<file path="src/rtl/nand_pair_sweep.sv">
// Registered NAND-pair/inhibit function F with an on-chip exhaustive sweep engine.
// Optional macro SWEEP_CHECK_EN adds expect_ones/pass to self-check the sweep result.
module nand_pair_sweep #(
  parameter int PAIRS = 2,
  parameter int HOLD  = 1
) (
  input  logic               clk,
  input  logic               rst,
  input  logic [2*PAIRS:0]   in_vec,
  input  logic               start,
`ifdef SWEEP_CHECK_EN
  input  logic [2*PAIRS+1:0] expect_ones,
  output logic               pass,
`endif
  output logic               busy,
  output logic               done,
  output logic [2*PAIRS:0]   vec_out,
  output logic               f_out,
  output logic [2*PAIRS+1:0] ones_count
);
  localparam int N  = 2*PAIRS + 1;
  localparam int HW = (HOLD > 1) ? $clog2(HOLD) : 1;
  localparam logic [HW-1:0] HOLD_LAST = HW'(HOLD - 1);
  localparam logic [N:0]    CNT_LAST  = {1'b0, {N{1'b1}}};

  typedef enum logic [1:0] {S_IDLE, S_SWEEP, S_DONE} state_t;

  // Bit 0 inhibits; pair i sits on bits [2i+2:2i+1].
  function automatic logic nand_f(input logic [N-1:0] v);
    logic f;
    f = ~v[0];
    for (int i = 0; i < PAIRS; i++) begin
      f = f & ~(v[2*i+1] & v[2*i+2]);
    end
    return f;
  endfunction

  state_t        state, state_nxt;
  logic [N:0]    cnt;
  logic [HW-1:0] hold;
  logic          f_cnt;
  logic          step;
  logic          last_step;
  logic [N:0]    ones_nxt;

  always_comb begin
    f_cnt     = nand_f(cnt[N-1:0]);
    step      = (hold == HOLD_LAST);
    last_step = step && (cnt == CNT_LAST);
    ones_nxt  = ones_count + {{N{1'b0}}, (f_cnt & step)};
  end

  always_ff @(posedge clk or posedge rst) begin
    if (rst) state <= S_IDLE;
    else     state <= state_nxt;
  end

  always_comb begin
    state_nxt = state;
    case (state)
      S_IDLE:  if (start) state_nxt = S_SWEEP;
      S_SWEEP: if (last_step) state_nxt = S_DONE;
      S_DONE:  state_nxt = S_IDLE;
      default: state_nxt = S_IDLE;
    endcase
  end

  always_comb begin
    busy = (state == S_SWEEP);
    done = (state == S_DONE);
  end

  // Registered result stage: sweep counter drives the function while sweeping, in_vec otherwise.
  always_ff @(posedge clk or posedge rst) begin
    if (rst) begin
      vec_out    <= '0;
      f_out      <= 1'b0;
      ones_count <= '0;
      cnt        <= '0;
      hold       <= '0;
`ifdef SWEEP_CHECK_EN
      pass       <= 1'b0;
`endif
    end else if (state == S_SWEEP) begin
      vec_out    <= cnt[N-1:0];
      f_out      <= f_cnt;
      ones_count <= ones_nxt;
      if (step) begin
        hold <= '0;
        cnt  <= cnt + (N+1)'(1);
      end else begin
        hold <= hold + HW'(1);
      end
`ifdef SWEEP_CHECK_EN
      if (last_step) pass <= (ones_nxt == expect_ones);
`endif
    end else begin
      vec_out <= in_vec;
      f_out   <= nand_f(in_vec);
      if ((state == S_IDLE) && start) begin
        cnt        <= '0;
        hold       <= '0;
        ones_count <= '0;
`ifdef SWEEP_CHECK_EN
        pass       <= 1'b0;
`endif
      end
    end
  end
endmodule

</file>
<file path="config.mk">
export PLATFORM = sky130hd
export DESIGN_NAME = nand_pair_sweep
export DESIGN_NICKNAME = d
export VERILOG_FILES = /design/src/rtl/nand_pair_sweep.sv
export SDC_FILE = /design/constraint.sdc
export NUM_CORES = 1
export LEC_CHECK = 0
export BUFFER_PORTS_ARGS = -buffer_cell sky130_fd_sc_hd__buf_4
export CORE_MARGIN = 8
export CORE_UTILIZATION = 45
export DETAILED_ROUTE_END_ITERATION = 10
export GPL_ROUTABILITY_DRIVEN = 0
export PLACE_DENSITY = 0.69
export SLEW_MARGIN = 40
export SYNTH_ARGS = -nofsm -noshare
export SYNTH_HDL_FRONTEND = slang
export SYNTH_SLANG_ARGS = --single-unit
</file>
<file path="constraint.sdc">
create_clock -name clk -period 2.1 [get_ports clk]
set_clock_uncertainty 0.15 [all_clocks]
set_input_delay 0.105 -clock clk [delete_from_list [all_inputs] [get_ports clk]]
set_output_delay 0.105 -clock clk [all_outputs]
set_load 0.1 [all_outputs]
</file>
* Yosys cells after proc, flatten, opt, wreduce, memory -nomap -nowiden
Index checks and enable logic that the tools add are counted.
** Word-level totals
- Flip-flop bits (word level) :: 21
- Bits of input ports :: 8
- Output and inout bits :: 14
- Word-level logic and storage cells :: 49
** Cells by class
- $add $sub $neg :: 3
- Equal/unequal tests :: 6
- Multiplexer cells :: 12
- Bitwise operators :: 16
- Reductions and logical operators :: 6
** Operators with widths (number)
- 6-bit 2-to-1 mux :: 4
- 1-bit bitwise AND :: 9
- 1-bit inverter :: 7
- 6-bit by 1-bit adder with 6-bit output :: 1
- 6-bit by 1-bit adder with 6-bit output, second input constant :: 1
- 6-bit by 5-bit equality test with 1-bit output, second input constant :: 1
- 5-bit 2-to-1 mux :: 1
- 1-bit 2-to-1 mux :: 4
- 2-bit 2-to-1 mux :: 2
- 2-bit inequality test, second input constant :: 2
- 2-bit one-hot mux with 2 select lines :: 1
- 2-bit AND reduction :: 2
- 2-bit by 1-bit equality test with 1-bit output, second input constant :: 1
- 2-bit equality test, second input constant :: 1
- 1-bit logical AND :: 2
- 2-bit zero test :: 1
- 2-bit by 1-bit inequality test with 1-bit output, second input constant :: 1
- 2-bit nonzero test :: 1
- 1-bit adder, second input constant :: 1

* Longest topological paths before layout
Gate-level depths: netlist of the first run.
- Word-level depth :: 7
- Gate-level depth with buffers :: 6
- Mapped depth without buffers :: 6

* Worst setup path after synthesis of the first run
No wires, ideal clock.
- Kind :: flip-flop to flip-flop
- From :: register ones_count[0]
- To :: register ones_count[4]
- Setup time :: 0.083 ns
- Arrival :: 1.842 ns
- Data required time :: 1.867 ns
- Path slack :: 0.025 ns
- Stages on the path, launching flop included :: 6
- Buffers on the path :: 0
- Clock period less this slack :: 2.075 ns
- Path through :: dfrtp_1 ha_1 ha_1 nand3_1 xor2_1 o21ai_0
** Between the ends
- Longest elaborated chain between the ends :: 2
** RTL lines
- start, declared :: RTL line 19 : output logic [2*PAIRS+1:0] ones_count
- start signal, assigned :: RTL line 87 : ones_count <= ones_nxt;
- 6-bit by 1-bit adder with 6-bit output :: RTL line 50 : ones_nxt = ones_count + {{N{1'b0}}, (f_cnt & step)};
- 6-bit 2-to-1 mux :: RTL line 84 : end else if (state == S_SWEEP) begin
Every way passes these cells.
A chain may end at the register's enable or synchronous reset.

* Worst setup path after layout of the first run
- From :: register cnt[2]
- To :: register ones_count[4]
** Between the ends
- Longest elaborated chain between the ends :: 7
** RTL lines
- start, declared :: RTL line 39 : logic [N:0] cnt;
- start signal, assigned :: RTL line 90 : cnt <= cnt + (N+1)'(1);
- 1-bit bitwise AND :: RTL line 33 : f = f & ~(v[2*i+1] & v[2*i+2]);
- 1-bit inverter :: RTL line 33
- 1-bit bitwise AND (2 in series) :: RTL line 33
- 1-bit bitwise AND :: RTL line 50
- 6-bit by 1-bit adder with 6-bit output :: RTL line 50
- 6-bit 2-to-1 mux :: RTL line 84
Every way passes these cells.

==> flow_metrics.tcl, run 1 <==
set metrics [dict create \
    cpMaxStageDelayCell "dfrtp_1" \
    detail-route-antenna-nets 0 \
    io_buffers 21 \
    postCtsSetupRepairBufs 0 \
    final_net_count 130 \
    clkTransAtPathRegs_ns 0.10 \
    worstSetupPathType "flop to flop" \
    routed-via-count 762 \
    syn_to_final_growth_pct 27.4 \
    cts_sinks 20 \
    cp_max_fo 7 \
    drt_pre_antenna_iters 4 \
    slowest_delay_ns 0.45 \
    core-area_mm2 0.00196 \
    drive_gt1_frac 0.274 \
    cts-root-buf "clkbuf_4" \
    ys_types 29 \
    critPathRequiredTime_ns 2.17 \
    async_reset_ff_frac 1.00 \
    grt_max_degree 21 \
    rsz0062_at_grt "no" \
    fill_cells 179 \
    diodes 0 \
    path_buf_inv 0 \
    ys_ff_latch 20 \
    routed_wl_um 2070 \
    syn-num-nets 100 \
    viasPerCell 5.29 \
    syn_area_um2 942 \
    synth_edf_count 0 \
    cts_max_path_buffers 2 \
    end_kind "flop" \
    slew_viol_final 0 \
    cts.hold.buffers_added 6 \
    synth_top_area_cell "dfrtp_1" \
    crit_path_start_kind "flop" \
    grt_usage 0.119 \
    drtIter0Drc 15 \
    synth-seq-area-share 0.531 \
    min_period_ns 1.96 \
    tns_ns 0 \
    antenna_found_initial 0 \
    post_drt_wl_per_cell_um 14.4 \
    io_pins 22 \
    drc 0 \
    finalHoldViolCount 0 \
    final_common_cell "nand2_1" \
    cts_buffers 3 \
    setup_viol 0 \
    grt_pass1_vias 719 \
    mostFrequentLayoutCells "23 x nand2_1, 21 x buf_4, 20 x dfrtp_1" \
    cts_resized 0 \
    worst_pin_slew_ns 0.705 \
    htreeDepth 1 \
    grt_pass1_wl_um 3320 \
    critPathArrivalTime_ns 2.03 \
    fmax_mhz 510 \
    yosysWarnings 0 \
    crit_chain "a221oi_1 > ha_1 > ha_1 > nand3_1 > xor2_1 > o21ai_0" \
    fp.dieH_um 61.8 \
    fp.dieW_um 61.8 \
    max-cap-violations 0 \
    status "finished, final reports clean" \
    hpwl_um 1470 \
    initial_core_util 0.480 \
    syn_inst 89 \
    ys.flop_type "dfrtp_1" \
    syn_avg_cell_area_um2 10.6 \
    cts_tree "built" \
    num_rows 16 \
    hold_class "primary input to flop" \
    cp_top_family "compound AO/OA/AOI/OAI gates" \
    synth.area.top_cells "dfrtp_1 53%, nand2_1 9.2%, o21ai_0 4.8%" \
    synth_top_area_frac 0.531 \
    grt-ovfl-total 0 \
    relSlewSlack 0.527 \
    die_area_mm2 0.00381 \
    fin_util 0.612 \
    fin_crit_sh 0.934 \
    cpMostUsedCell "ha_1" \
    clock_latency_ns 0.29 \
]
## through the flow
step	worst slack (ns)	instance area, um2	instances	hold slack [ns]
2_1_floorplan	0.0247	942	89	-0.0812
3_3_place_gp	0.295	1120	135	0.131
3_5_place_dp	0.127	1120	135	0.126
4_1_cts	0.143	1200	144	0.0857
5_1_grt	0.0320	1200	144	0.103
6_report	0.138	1200	144	0.0788
## synthesized netlist by cell type (all sizes together), types with 2 or more instances
| master | n |
|---|---|
| nand2 | 23 |
| dfrtp | 20 |
| o21ai | 9 |
| nand3 | 4 |
| a22o | 3 |
| ha | 3 |
| inv | 3 |
| a21oi | 2 |
| buf | 2 |
| nor3b | 2 |
| o311ai | 2 |
## worst paths after layout
path | depth (start not counted) | slack (ns) | from | to
worst max-delay path | 6 | 0.14 | cnt[2] | ones_count[4]
worst min-delay path | 4 | 0.08 | start | ones_count[4]
worst max register to register | 6 | 0.14 | cnt[2] | ones_count[4]
worst min register to register | 1 | 0.38 | ones_count[5] | ones_count[5]
max in group asynchronous | 3 | 1.22 | rst | cnt[4]
min in group asynchronous | 3 | 0.24 | rst | cnt[3]
## layout make-up
cell class | instances | area (um2) | area share
multi-input combinational | 64 | 414 | 0.345
tap | 27 | 33.8 | 0.0282
inverter | 3 | 11.3 | 0.00938
clock buffer | 3 | 22.5 | 0.0188
sequential | 20 | 500 | 0.417
timing repair buffer | 27 | 218 | 0.181
## tightest hold or removal path: cells and delay by family
kind | cells | cell delay, ns
buffers and inverters | 1 | 0.09
and+or+nand+nor | 1 | 0.09
AOI/OAI and AO/OA | 2 | 0.20
## metal layers
layer | routed length [um] | vias to the layer above | part of all wire | global-route usage
li1 | - | 378 | - | -
met1 | 950 | 360 | 0.46 | 0.156
met2 | 997 | 22 | 0.48 | 0.171
met3 | 84 | 2 | 0.041 | 0.0206
met4 | 36 | 0 | 0.017 | 0.0844
met5 | 0 | - | 0 | 0
## kinds of logic after synthesis
logic type	Yosys count	share of synthesized area
fa+ha+maj	3	0.0398
mux	1	0.0106
buf+inv	5	0.0292
xor+xnor	1	0.00930
compound gates	23	0.190
simple gates	36	0.190
flops	20	0.531
## sequential cells by signal (all words and copies together) (netlist names)
name        flops
state           2
f_out           1
ones_count      6
vec_out         5
cnt             6
Power of run 1 is not shown: default switching activity piles up to over one toggle a cycle in this logic, so the estimate is an artifact.
==> run 2: changes to the inputs <==
MAX_ROUTING_LAYER = met4   (was unset)
clock period = 2.5 ns   (was 2.1 ns; I/O delays follow)
==> run 2 against run 1 <==
  * Worst setup slack improved by 0.44 ns
  * Count of clock-buffer cells in the layout did not move
  * Global-route usage rose by 0.82 points
  * Critical path depth did not move
==> flow_metrics.tcl, run 2 (synthesis results as in run 1) <==
set metrics [dict create \
    drt_pre_antenna_iters 4 \
    r2r-start "cnt[2]" \
    drive_gt1_frac 0.280 \
    tns_ns 0 \
    r2r_setup_slack_ns 0.58 \
    wl_met1_um 944 \
    rsz0062_at_grt "no" \
    grt_pass1_wl_um 3480 \
    num_rows 16 \
    fmax_mhz 520 \
    routed-via-count 784 \
    cpMostUsedCell "ha_1" \
    cts_max_path_buffers 2 \
    setup_viol 0 \
    drc 0 \
    dpl_cell_area_mm2 0.00112 \
    fp.dieH_um 61.8 \
    final_cells 145 \
    crit_path_start_kind "flop" \
    grt-ovfl-total 0 \
    io_buffers 21 \
    wl_met2_um 1080 \
    core-area_mm2 0.00196 \
    slowest_delay_ns 0.46 \
    clock_latency_ns 0.31 \
    final_net_count 130 \
    dp_cells 135 \
    path_buf_inv 0 \
    routed_wl_um 2170 \
    initial_core_util 0.480 \
    worst_pin_slew_ns 0.712 \
    multi_input_area_um2 414 \
    finalHoldViolCount 0 \
    cp-startpoint "cnt[2]" \
    fp.dieW_um 61.8 \
    cp_top_family "compound AO/OA/AOI/OAI gates" \
    status "finished, final reports clean" \
    cp_max_fo 7 \
    io_pins 22 \
    die_area_mm2 0.00381 \
    drtIter0Drc 24 \
    hpwl_um 1510 \
    max-cap-violations 0 \
    min_period_ns 1.92 \
    path_depth 6 \
    fin_hold_ws_ns 0.0822 \
    mostFrequentLayoutCells "23 x nand2_1, 21 x buf_4, 20 x dfrtp_1" \
    slew_viol_final 0 \
    cts-root-buf "clkbuf_4" \
    cp-endpoint "ones_count[4]" \
    cts_tree "built" \
    end_kind "flop" \
    critPathArrivalTime_ns 2.01 \
    crit_chain "a221oi_1 > ha_1 > ha_1 > nand3_1 > xor2_1 > o21ai_0" \
    diodes 0 \
    critPathRequiredTime_ns 2.59 \
    detail-route-antenna-nets 0 \
    grt_usage 0.127 \
    fin_crit_sh 0.769 \
    post_drt_wl_per_cell_um 15.0 \
    grt_pass1_vias 759 \
    hold_class "primary input to flop" \
    viasPerCell 5.41 \
    cts_sinks 20 \
    largestRegisters "cnt x6, ones_count x6, vec_out x5" \
    syn_to_final_growth_pct 30.5 \
    htreeDepth 1 \
    clkTransAtPathRegs_ns 0.12 \
    postCtsSetupRepairBufs 0 \
    cts_buffers 3 \
    cpMaxStageDelayCell "dfrtp_1" \
    final_common_cell "nand2_1" \
    top_layer_used "met4" \
    worstSetupPathType "flop to flop" \
    seq_area_um2 500 \
    fill_cells 168 \
    final_area_mm2 0.00123 \
    grt_max_degree 21 \
    reg2reg_to "ones_count[4]" \
    antenna_found_initial 0 \
    relSlewSlack 0.523 \
    met3_length_um 104 \
    r2r_cells 6 \
]
-- run 2: metal layers --
metal  vias up  GRT usage
li1        379          -
met1       373      0.158
met2        28      0.194
met3         4     0.0226
met4         0     0.0617
met5         -          -
-- run 2: how the worst min path moves through the flow --
stage / from / to / depth (start not counted)
2_1_floorplan: rst / cnt[0] / 1
3_3_place_gp: rst / vec_out[2] / 2
3_5_place_dp: rst / cnt[3] / 2
4_1_cts: start / ones_count[4] / 4
5_1_grt: start / cnt[0] / 4
6_report: start / ones_count[4] / 4
-- run 2: worst register-to-register path, cell delays in order (launching register included) --
cell	delay, ns
dfrtp_1	0.46
a221oi_1	0.40
ha_1	0.26
ha_1	0.20
nand3_1	0.10
xor2_1	0.15
o21ai_0	0.13
-- run 2: final cells by class --
| type | count | area share |
|---|---|---|
| flip-flops and latches | 20 | 0.407 |
| multi-input cells | 64 | 0.337 |
| repair buffers | 27 | 0.177 |
| well taps | 27 | 0.0275 |
| clock inverters | 1 | 0.0244 |
| clock buffers | 3 | 0.0183 |
| inverters | 3 | 0.00916 |
-- run 2: metrics by stage --
| stage | utilization | setup slack (ns) |
|---|---|---|
| 6_report | 0.627 | 0.576 |
| 5_1_grt | 0.627 | 0.441 |
| 4_1_cts | 0.627 | 0.569 |
| 3_5_place_dp | 0.570 | 0.575 |
| 3_3_place_gp | 0.570 | 0.695 |
| 2_1_floorplan | - | 0.425 |
-- run 2: timing repair --
item / in CTS / in global routing
resized for setup: 0 / 0
hold buffers: 6 / 0
endpoints found under the hold margin: 26 / 0
Power of run 2 is left out for the same reason.
